### src/rtl/mips_pkg.sv
// Shared definitions for the MIPS datapath: widths, register-zero specifier
// and the ALUControl encodings understood by the 32-bit ALU.
package mips_pkg;

    localparam int DATA_W = 32;
    localparam int REG_AW = 5;
    localparam int ALUC_W = 5;

    localparam logic [REG_AW-1:0] REG_ZERO = '0;

    // ALU operation encodings; 0 is the ALU default (result 0) used by bubbles
    typedef enum logic [ALUC_W-1:0] {
        ALU_NOP  = 5'b00000,
        ALU_ADD  = 5'b00001,
        ALU_SUB  = 5'b00010,
        ALU_AND  = 5'b00011,
        ALU_OR   = 5'b00100,
        ALU_XOR  = 5'b00101,
        ALU_NOR  = 5'b00110,
        ALU_SLT  = 5'b00111,
        ALU_SLTU = 5'b01000,
        ALU_SLL  = 5'b01001,
        ALU_SRL  = 5'b01010,
        ALU_SRA  = 5'b01011,
        ALU_SLLV = 5'b01100,
        ALU_SRLV = 5'b01101,
        ALU_SRAV = 5'b01110,
        ALU_LUI  = 5'b01111,
        ALU_BEQ  = 5'b10000,
        ALU_BNE  = 5'b10001,
        ALU_BLT  = 5'b10010
    } alu_op_e;

    // Bit position of the shift amount inside ALU operand A
    localparam int SHAMT_LSB = 7;

endpackage

### src/rtl/forward_mux.sv
// Operand forwarding select for one source register: the youngest producer
// (EX/MEM) wins over MEM/WB, and register 0 is never forwarded.
module forward_mux #(
    parameter int DATA_W = 32,
    parameter int REG_AW = 5
) (
    input  logic [REG_AW-1:0] spec_reg,
    input  logic [DATA_W-1:0] reg_value,
    input  logic              ex_mem_reg_write,
    input  logic [REG_AW-1:0] ex_mem_rd,
    input  logic [DATA_W-1:0] ex_mem_result,
    input  logic              mem_wb_reg_write,
    input  logic [REG_AW-1:0] mem_wb_rd,
    input  logic [DATA_W-1:0] mem_wb_data,
    output logic [DATA_W-1:0] fwd_value
);
    import mips_pkg::*;

    logic not_zero;
    logic hit_ex_mem;
    logic hit_mem_wb;

    assign not_zero   = (spec_reg != REG_AW'(REG_ZERO));
    assign hit_ex_mem = not_zero & ex_mem_reg_write & (ex_mem_rd == spec_reg);
    assign hit_mem_wb = not_zero & mem_wb_reg_write & (mem_wb_rd == spec_reg);

    // Priority select: EX/MEM, then MEM/WB, then the register-file value
    always_comb begin
        fwd_value = reg_value;
        if (hit_ex_mem) begin
            fwd_value = ex_mem_result;
        end else if (hit_mem_wb) begin
            fwd_value = mem_wb_data;
        end
    end

endmodule

### src/rtl/id_ex_operand_stage.sv
// ID/EX pipeline register feeding the ALU. Holds decoded operands and
// control, resolves forwarding on the registered specifiers, formats the
// shift amount into operand A and raises the load-use stall request.
module id_ex_operand_stage #(
    parameter int DATA_W = 32,
    parameter int REG_AW = 5,
    parameter int ALUC_W = 5
) (
    input  logic              Clk,
    input  logic              Rst,
    input  logic              Stall,
    input  logic              Flush,
    input  logic [DATA_W-1:0] IdReadData1,
    input  logic [DATA_W-1:0] IdReadData2,
    input  logic [DATA_W-1:0] IdImm,
    input  logic [4:0]        IdShamt,
    input  logic [REG_AW-1:0] IdRs,
    input  logic [REG_AW-1:0] IdRt,
    input  logic [REG_AW-1:0] IdRd,
    input  logic              IdRegWrite,
    input  logic              IdMemRead,
    input  logic              IdMemWrite,
    input  logic              IdMemToReg,
    input  logic              IdBranch,
    input  logic              IdALUSrc,
    input  logic              IdRegDst,
    input  logic              IdShiftSel,
    input  logic [ALUC_W-1:0] IdALUControl,
    input  logic              ExMemRegWrite,
    input  logic [REG_AW-1:0] ExMemRd,
    input  logic [DATA_W-1:0] ExMemResult,
    input  logic              MemWbRegWrite,
    input  logic [REG_AW-1:0] MemWbRd,
    input  logic [DATA_W-1:0] MemWbData,
    output logic [DATA_W-1:0] ALUA,
    output logic [DATA_W-1:0] ALUB,
    output logic [ALUC_W-1:0] ALUControl,
    output logic [DATA_W-1:0] StoreData,
    output logic [REG_AW-1:0] DestReg,
    output logic              RegWrite,
    output logic              MemRead,
    output logic              MemWrite,
    output logic              MemToReg,
    output logic              Branch,
    output logic              Valid,
    output logic              HazardStall
);
    import mips_pkg::*;

    // Data and specifier registers
    logic [DATA_W-1:0] read_data1_q;
    logic [DATA_W-1:0] read_data2_q;
    logic [DATA_W-1:0] imm_q;
    logic [4:0]        shamt_q;
    logic [REG_AW-1:0] rs_q;
    logic [REG_AW-1:0] rt_q;
    logic [REG_AW-1:0] dest_q;

    // Control registers
    logic              valid_q;
    logic              reg_write_q;
    logic              mem_read_q;
    logic              mem_write_q;
    logic              mem_to_reg_q;
    logic              branch_q;
    logic              alu_src_q;
    logic              shift_sel_q;
    logic [ALUC_W-1:0] alu_control_q;

    logic [DATA_W-1:0] fwd_rs;
    logic [DATA_W-1:0] fwd_rt;
    logic [DATA_W-1:0] shift_operand;

    // Data path registers: cleared on reset, held on stall, left alone by a
    // flush because a bubble never consumes them.
    always_ff @(posedge Clk) begin
        if (Rst) begin
            read_data1_q <= '0;
            read_data2_q <= '0;
            imm_q        <= '0;
            shamt_q      <= '0;
            rs_q         <= '0;
            rt_q         <= '0;
            dest_q       <= '0;
        end else if (!Flush && !Stall) begin
            read_data1_q <= IdReadData1;
            read_data2_q <= IdReadData2;
            imm_q        <= IdImm;
            shamt_q      <= IdShamt;
            rs_q         <= IdRs;
            rt_q         <= IdRt;
            dest_q       <= IdRegDst ? IdRd : IdRt;
        end
    end

    // Control registers: reset and flush both produce a bubble; flush wins
    // over stall so a held instruction can still be squashed.
    always_ff @(posedge Clk) begin
        if (Rst || Flush) begin
            valid_q       <= 1'b0;
            reg_write_q   <= 1'b0;
            mem_read_q    <= 1'b0;
            mem_write_q   <= 1'b0;
            mem_to_reg_q  <= 1'b0;
            branch_q      <= 1'b0;
            alu_src_q     <= 1'b0;
            shift_sel_q   <= 1'b0;
            alu_control_q <= ALUC_W'(ALU_NOP);
        end else if (!Stall) begin
            valid_q       <= 1'b1;
            reg_write_q   <= IdRegWrite;
            mem_read_q    <= IdMemRead;
            mem_write_q   <= IdMemWrite;
            mem_to_reg_q  <= IdMemToReg;
            branch_q      <= IdBranch;
            alu_src_q     <= IdALUSrc;
            shift_sel_q   <= IdShiftSel;
            alu_control_q <= IdALUControl;
        end
    end

    forward_mux #(
        .DATA_W (DATA_W),
        .REG_AW (REG_AW)
    ) u_fwd_rs (
        .spec_reg         (rs_q),
        .reg_value        (read_data1_q),
        .ex_mem_reg_write (ExMemRegWrite),
        .ex_mem_rd        (ExMemRd),
        .ex_mem_result    (ExMemResult),
        .mem_wb_reg_write (MemWbRegWrite),
        .mem_wb_rd        (MemWbRd),
        .mem_wb_data      (MemWbData),
        .fwd_value        (fwd_rs)
    );

    forward_mux #(
        .DATA_W (DATA_W),
        .REG_AW (REG_AW)
    ) u_fwd_rt (
        .spec_reg         (rt_q),
        .reg_value        (read_data2_q),
        .ex_mem_reg_write (ExMemRegWrite),
        .ex_mem_rd        (ExMemRd),
        .ex_mem_result    (ExMemResult),
        .mem_wb_reg_write (MemWbRegWrite),
        .mem_wb_rd        (MemWbRd),
        .mem_wb_data      (MemWbData),
        .fwd_value        (fwd_rt)
    );

    // The ALU takes the shift amount from A[11:7]
    assign shift_operand = {{(DATA_W-SHAMT_LSB-5){1'b0}}, shamt_q, {SHAMT_LSB{1'b0}}};

    // Operand selection for the ALU and the store-data path
    always_comb begin
        ALUA = shift_sel_q ? shift_operand : fwd_rs;
        ALUB = alu_src_q ? imm_q : fwd_rt;
    end

    assign StoreData  = fwd_rt;
    assign ALUControl = alu_control_q;
    assign DestReg    = dest_q;
    assign RegWrite   = reg_write_q;
    assign MemRead    = mem_read_q;
    assign MemWrite   = mem_write_q;
    assign MemToReg   = mem_to_reg_q;
    assign Branch     = branch_q;
    assign Valid      = valid_q;

    // A load in this stage whose target is read by the instruction in decode
    assign HazardStall = valid_q & mem_read_q & (rt_q != REG_AW'(REG_ZERO))
                       & ((rt_q == IdRs) | (rt_q == IdRt));

endmodule
### config.mk
export PLATFORM = sky130hd
export DESIGN_NAME = id_ex_operand_stage
export DESIGN_NICKNAME = d
export VERILOG_FILES = /design/src/rtl/mips_pkg.sv /design/src/rtl/forward_mux.sv /design/src/rtl/id_ex_operand_stage.sv
export SDC_FILE = /design/constraint.sdc
export NUM_CORES = 1
export LEC_CHECK = 0
export CORE_ASPECT_RATIO = 0.7
export CORE_MARGIN = 10
export CORE_UTILIZATION = 46
export DETAILED_ROUTE_END_ITERATION = 7
export MAX_ROUTING_LAYER = met4
export PLACE_DENSITY = 0.95
export REMOVE_ABC_BUFFERS = 1
export SLEW_MARGIN = 20
export SYNTH_ARGS = -nofsm -noshare
export SYNTH_HDL_FRONTEND = slang
export SYNTH_SLANG_ARGS = --single-unit
export TNS_END_PERCENT = 100
### constraint.sdc
create_clock -name Clk -period 3.65 [get_ports Clk]
set_input_delay 0.365 -clock Clk [delete_from_list [all_inputs] [get_ports Clk]]
set_output_delay 0.365 -clock Clk [all_outputs]
set_load 0.02 [all_outputs]
Word-level counts from Yosys, hierarchy flattened
Index checks and enable logic that the tools add are counted.

storage, ports and cells
  output and inout bits = 113
  input port bits = 209
  bits in registers = 129

operators by class
  multiplexer cells = 7
  reductions and logical operators = 6
  equality and inequality tests = 6
  bitwise operators = 12

operators with widths
  kind                 number
  32-bit 2-to-1 mux    6
  5-bit equality test  6
  1-bit AND            11
  5-bit nonzero test   2
  5-bit 2-to-1 mux     1
  1-bit logical NOT    2
  1-bit logical AND    1
  1-bit logical OR     1
  1-bit bitwise OR     1

Logic depth before layout (Yosys ltp)
  depth after elaboration = 6
  gate-level depth with buffers = 8

Hierarchy
A second synthesis with hierarchy kept.

unflattened totals
  cell total of the unflattened synthesis = 974
  area, all modules = 7,148.1 sq um

by module, submodules not included
  module               seq. area each (sq um)  instances  cells an instance  area an instance (sq um)
  id_ex_operand_stage  2,582.5                 1          636                5,251.3
  forward_mux          0.0                     2          169                948.4

Worst setup path after synthesis
OpenSTA, ideal clock, no wires.

  path kind = reg2out
  from = reg rt_q[4]
  to = out ALUB[24]
  required time = 3.285 ns
  arrival time = 2.023 ns
  buffers on the path = 3
  cell stages (with the launch flop) = 9
  setup slack = 1.262 ns
  cell sequence = dfxtp_1 buf_2 nor4_2 o21ai_1 and3_1 buf_2 buf_6 mux2i_1 a221oi_1

between the ends
  longest elaborated chain between the ends = 6
  elaborated cells between the ends (all ways) = 10

ends and longest elaborated chain
  element                  RTL line                    RTL
  start, declared          id_ex_operand_stage.sv:56   logic [REG_AW-1:0] rt_q;
  start signal, assigned   id_ex_operand_stage.sv:91   rt_q <= IdRt;
  5-bit nonzero test       forward_mux.sv:23           assign not_zero = (spec_reg != REG_AW'(REG_ZERO));
  1-bit AND (2 in series)  forward_mux.sv:25           assign hit_mem_wb = not_zero & mem_wb_reg_write & (mem_wb_rd == spec_reg);
  32-bit 2-to-1 mux        forward_mux.sv:32           end else if (hit_mem_wb) begin
  32-bit 2-to-1 mux (*)    forward_mux.sv:30           if (hit_ex_mem) begin
  32-bit 2-to-1 mux (*)    id_ex_operand_stage.sv:158  ALUB = alu_src_q ? imm_q : fwd_rt;
  end, declared            id_ex_operand_stage.sv:36   output logic [DATA_W-1:0] ALUB,

Every way passes the cells marked *; elsewhere a longest branch is shown, timed or not.

Final worst setup path
  from = reg rs_q[0]
  to = out ALUA[27]

between the ends
  longest elaborated chain between the ends = 6
  elaborated cells between the ends (all ways) = 10

ends and longest elaborated chain
  element                  RTL line                    RTL
  start, declared          id_ex_operand_stage.sv:55   logic [REG_AW-1:0] rs_q;
  start signal, assigned   id_ex_operand_stage.sv:90   rs_q <= IdRs;
  5-bit nonzero test       forward_mux.sv:23
  1-bit AND (2 in series)  forward_mux.sv:25
  32-bit 2-to-1 mux        forward_mux.sv:32
  32-bit 2-to-1 mux (*)    forward_mux.sv:30
  32-bit 2-to-1 mux (*)    id_ex_operand_stage.sv:157  ALUA = shift_sel_q ? shift_operand : fwd_rs;
  end, declared            id_ex_operand_stage.sv:35   output logic [DATA_W-1:0] ALUA,

Marked as above.

==> summary.md <==
| Metric | Value |
|---|---|
| Worst reg2reg path startpoint | `alu_src_q` |
| Hold EP | `imm_q[14]` |
| Syn. warnings | `0` |
| Layout Utilization | `71.8%` |
| CTS Sinks | `129` |
| Highest-count cells in the layout ignoring fill and taps | `clkdlybuf4s50_1 (320), nand2_1 (284), dfxtp_1 (127)` |
| Worst vdd rail ir drop | `0.269 mV` |
| Vias in the first global route | `8342` |
| Period utilization | `93.9%` |
| H-tree depth | `4` |
| Num CTS Buffers | `17` |
| DP HPWL | `21600 um` |
| Worst path slowest cell | `clkdlybuf4s50_1` |
| Hold slack | `0.442 ns` |
| CP delay by family, top | `simple AND/OR/NAND/NOR gates` |
| DR iter-0 viols | `905` |
| Fin crit period | `3.43 ns` |
| Area growth syn-to-layout | `53.6%` |
| Num ports | `322` |
| Synth Area in XOR/XNOR | `3.40%` |
| Initial Utilization | `46.7%` |
| DR WL/cell | `20.0 um` |
| LEAKAGE | `3.95 nW` |
| Global placer's final weighted congestion | `0.956` |
| Max Cap Viol | `0` |
| Worst hold path stage count | `2` |
| Vias post-DR | `8180` |
| Core Rows | `38` |
| Syn Inst Count | `974` |
| Worst r2r dst | `alu_src_q` |
| Final Hold Viols | `0` |
| Mux contribution to synthesized area | `7.21%` |
| Initial antenna violation count | `0` |
| Slowest stage delay, CP | `0.67 ns` |
| CORE AREA | `15500 um^2` |
| Global-route wire length before repair | `45300 um` |
| Fraction of the mapped netlist area in simple logic gates | `24.1%` |
| CP arrival | `3.06 ns` |
| CTS max path bufs | `2` |
| Gr usage total | `27.3%` |
| Residual DRC | `0` |
| Max-slew violation count | `0` |
| Post-CTS Setup Bufs | `0` |
| Sequential fraction of the synthesis area | `35.8%` |
| Total grt overflow | `0` |
| P per Cell Area | `371 nW/um^2` |
| Largest net degree at the start of global routing | `76` |
| Synth cell types | `37` |
| N_diodes | `0` |
| Share of layout cells above drive strength 1 | `7.72%` |
| Synth Area in Adders | `0%` |
| # setup viols final | `0` |
| Final WL | `29200 um` |
| Main combinational cell family by area after synthesis | `simple AND/OR/NAND/NOR gates` |
| Post-synth EDFFs | `0` |
| Clock Tree Root | `clkbuf_16` |
| Total Neg Setup Slack | `0 ns` |
| Worst Clk Skew | `0 ns` |
| Fraction of registers with async set/reset | `0%` |
| WP data required | `3.28 ns` |
| Worst R2R Path Depth | `3` |
| Worst slew pin tran | `0.745 ns` |
| Clock Latency Late Sink | `0.42 ns` |
| Startpoint type of the worst setup path | `register` |
| Max Fclk | `292 MHz` |
| Chip height | `125 um` |
| Crit path buf inv count | `2` |
| Yosys reg bits | `129` |
| Worst setup path start | `rs_q[0]` |
| Crit Path Max Fanout | `36` |
| Min-delay src | `Rst` |
| Crit. path cell count | `7` |
| RSZ-0062 raised after global routing | `no` |
| Hold crit path type | `in -> reg` |
| Main synth FF type | `dfxtp_1` |
| Status | `finished, final reports clean` |
| Crit-path cells | `or4_1, nor2_2, or3_2, buf_6, nor2_1, a211oi_2, clkdlybuf4s50_1` |
| WS Path Type | `reg -> out` |
| Relative slew slack | `50.3%` |
| Syn Area/Cell | `7.42 um^2` |
| Final ANT Viol Nets | `0` |
| Nets | `1456` |
| Clock slew at reported path FFs | `0.05 ns` |
| Internal reg-to-reg setup slack | `2.26 ns` |
| Post-synthesis compound-gate area fraction | `23.0%` |
| CTS tree | `done` |
| DIE AREA | `21200 um^2` |
| Post-Synthesis Cell Area | `7220 um^2` |
| Vias per inst | `5.61` |
| DR pass1 iterations | `5` |
| Die width | `170 um` |
| Nature of the critical path endpoint | `primary output` |
| Most common cell after layout, fill and taps aside | `clkdlybuf4s50_1` |
| PortBufs | `321` |
[Yosys cell counts, types with 10 or more instances]
| master | n | area share (%) |
|---|---|---|
| a31oi_1 | 59 | 5.1 |
| inv_1 | 10 | 0.52 |
| mux2i_1 | 52 | 7.2 |
| nand2b_1 | 29 | 2.5 |
| a211oi_2 | 27 | 4.7 |
| nor3_1 | 11 | 0.76 |
| xnor2_1 | 14 | 1.7 |
| o31ai_1 | 29 | 3.0 |
| dfxtp_1 | 129 | 36 |
| nand2_1 | 284 | 15 |
| a21oi_1 | 115 | 8.0 |
| nor2_1 | 77 | 4.0 |
| buf_2 | 19 | 1.3 |
| clkbuf_1 | 55 | 2.9 |
| xor2_1 | 14 | 1.7 |
[registers in the layout, indices dropped and copies added (netlist names), 5 cells and up]
name and flops:
ALUControl 5, rs_q 5, read_data2_q 32, imm_q 32, DestReg 5, read_data1_q 32
shamt_q 5, rt_q 5
[layer usage]
metal / GRT usage, % / routed length [um] / up-vias
met3: 8.68 / 3150 / 73
met1: 31.4 / 11500 / 3784
met5: - / 0 / -
li1: - / - / 3870
met4: 11.6 / 994 / 0
met2: 43.1 / 13500 / 453
[worst max-delay path by stage]
stage	endpoint	slack (ns)
2_1_floorplan	DestReg[0]	-0.84
3_3_place_gp	ALUA[27]	0.41
3_5_place_dp	ALUB[16]	0.36
4_1_cts	ALUA[27]	0.1
5_1_grt	ALUB[3]	0.09
6_report	ALUA[27]	0.22
[final cells by class]
type | count | area [um^2]
fill | 1192 | 4360
multi-input combinational | 747 | 4210
timing repair buffer | 342 | 3420
sequential | 129 | 2580
clock buffer | 19 | 453
tap | 200 | 250
clock inverter | 10 | 138
inverter | 10 | 37.5
[logic make-up after synthesis]
group,Yosys count
simple gates,421
compound gates,246
flops,129
buf+inv,98
mux,52
xor+xnor,28
[report_power, final]
group | switching [mW] | leakage (nW) | internal [mW]
registers | 0.0461 | 1.06 | 1.47
logic | 0.412 | 2.61 | 0.460
clock network | 0.631 | 0.287 | 1.10
[through the flow]
stage               cells  setup WS [ns]  area [um^2]  total power, mW
CTS                  1457         0.0994        11100             4.14
global placement     1428          0.406        10500             2.40
floorplan             886         -0.845         6780             1.89
global route         1457         0.0920        11100             4.27
detailed placement   1428          0.362        10500             2.41
finish               1457          0.222        11100             4.12
[worst reg2reg max path, cell delays in order (launching register included)]
cell	delay [ns]
dfxtp_2	0.69
buf_4	0.42
mux2i_1	0.13
nor2_1	0.09
[timing repair]
item | in CTS | in global routing
setup endpoints to repair | 0 | 2
gates resized for setup | 0 | 2
hold buffers | 0 | 0
hold endpoints to repair | 0 | 0
Power figures use the tool's default switching activity.
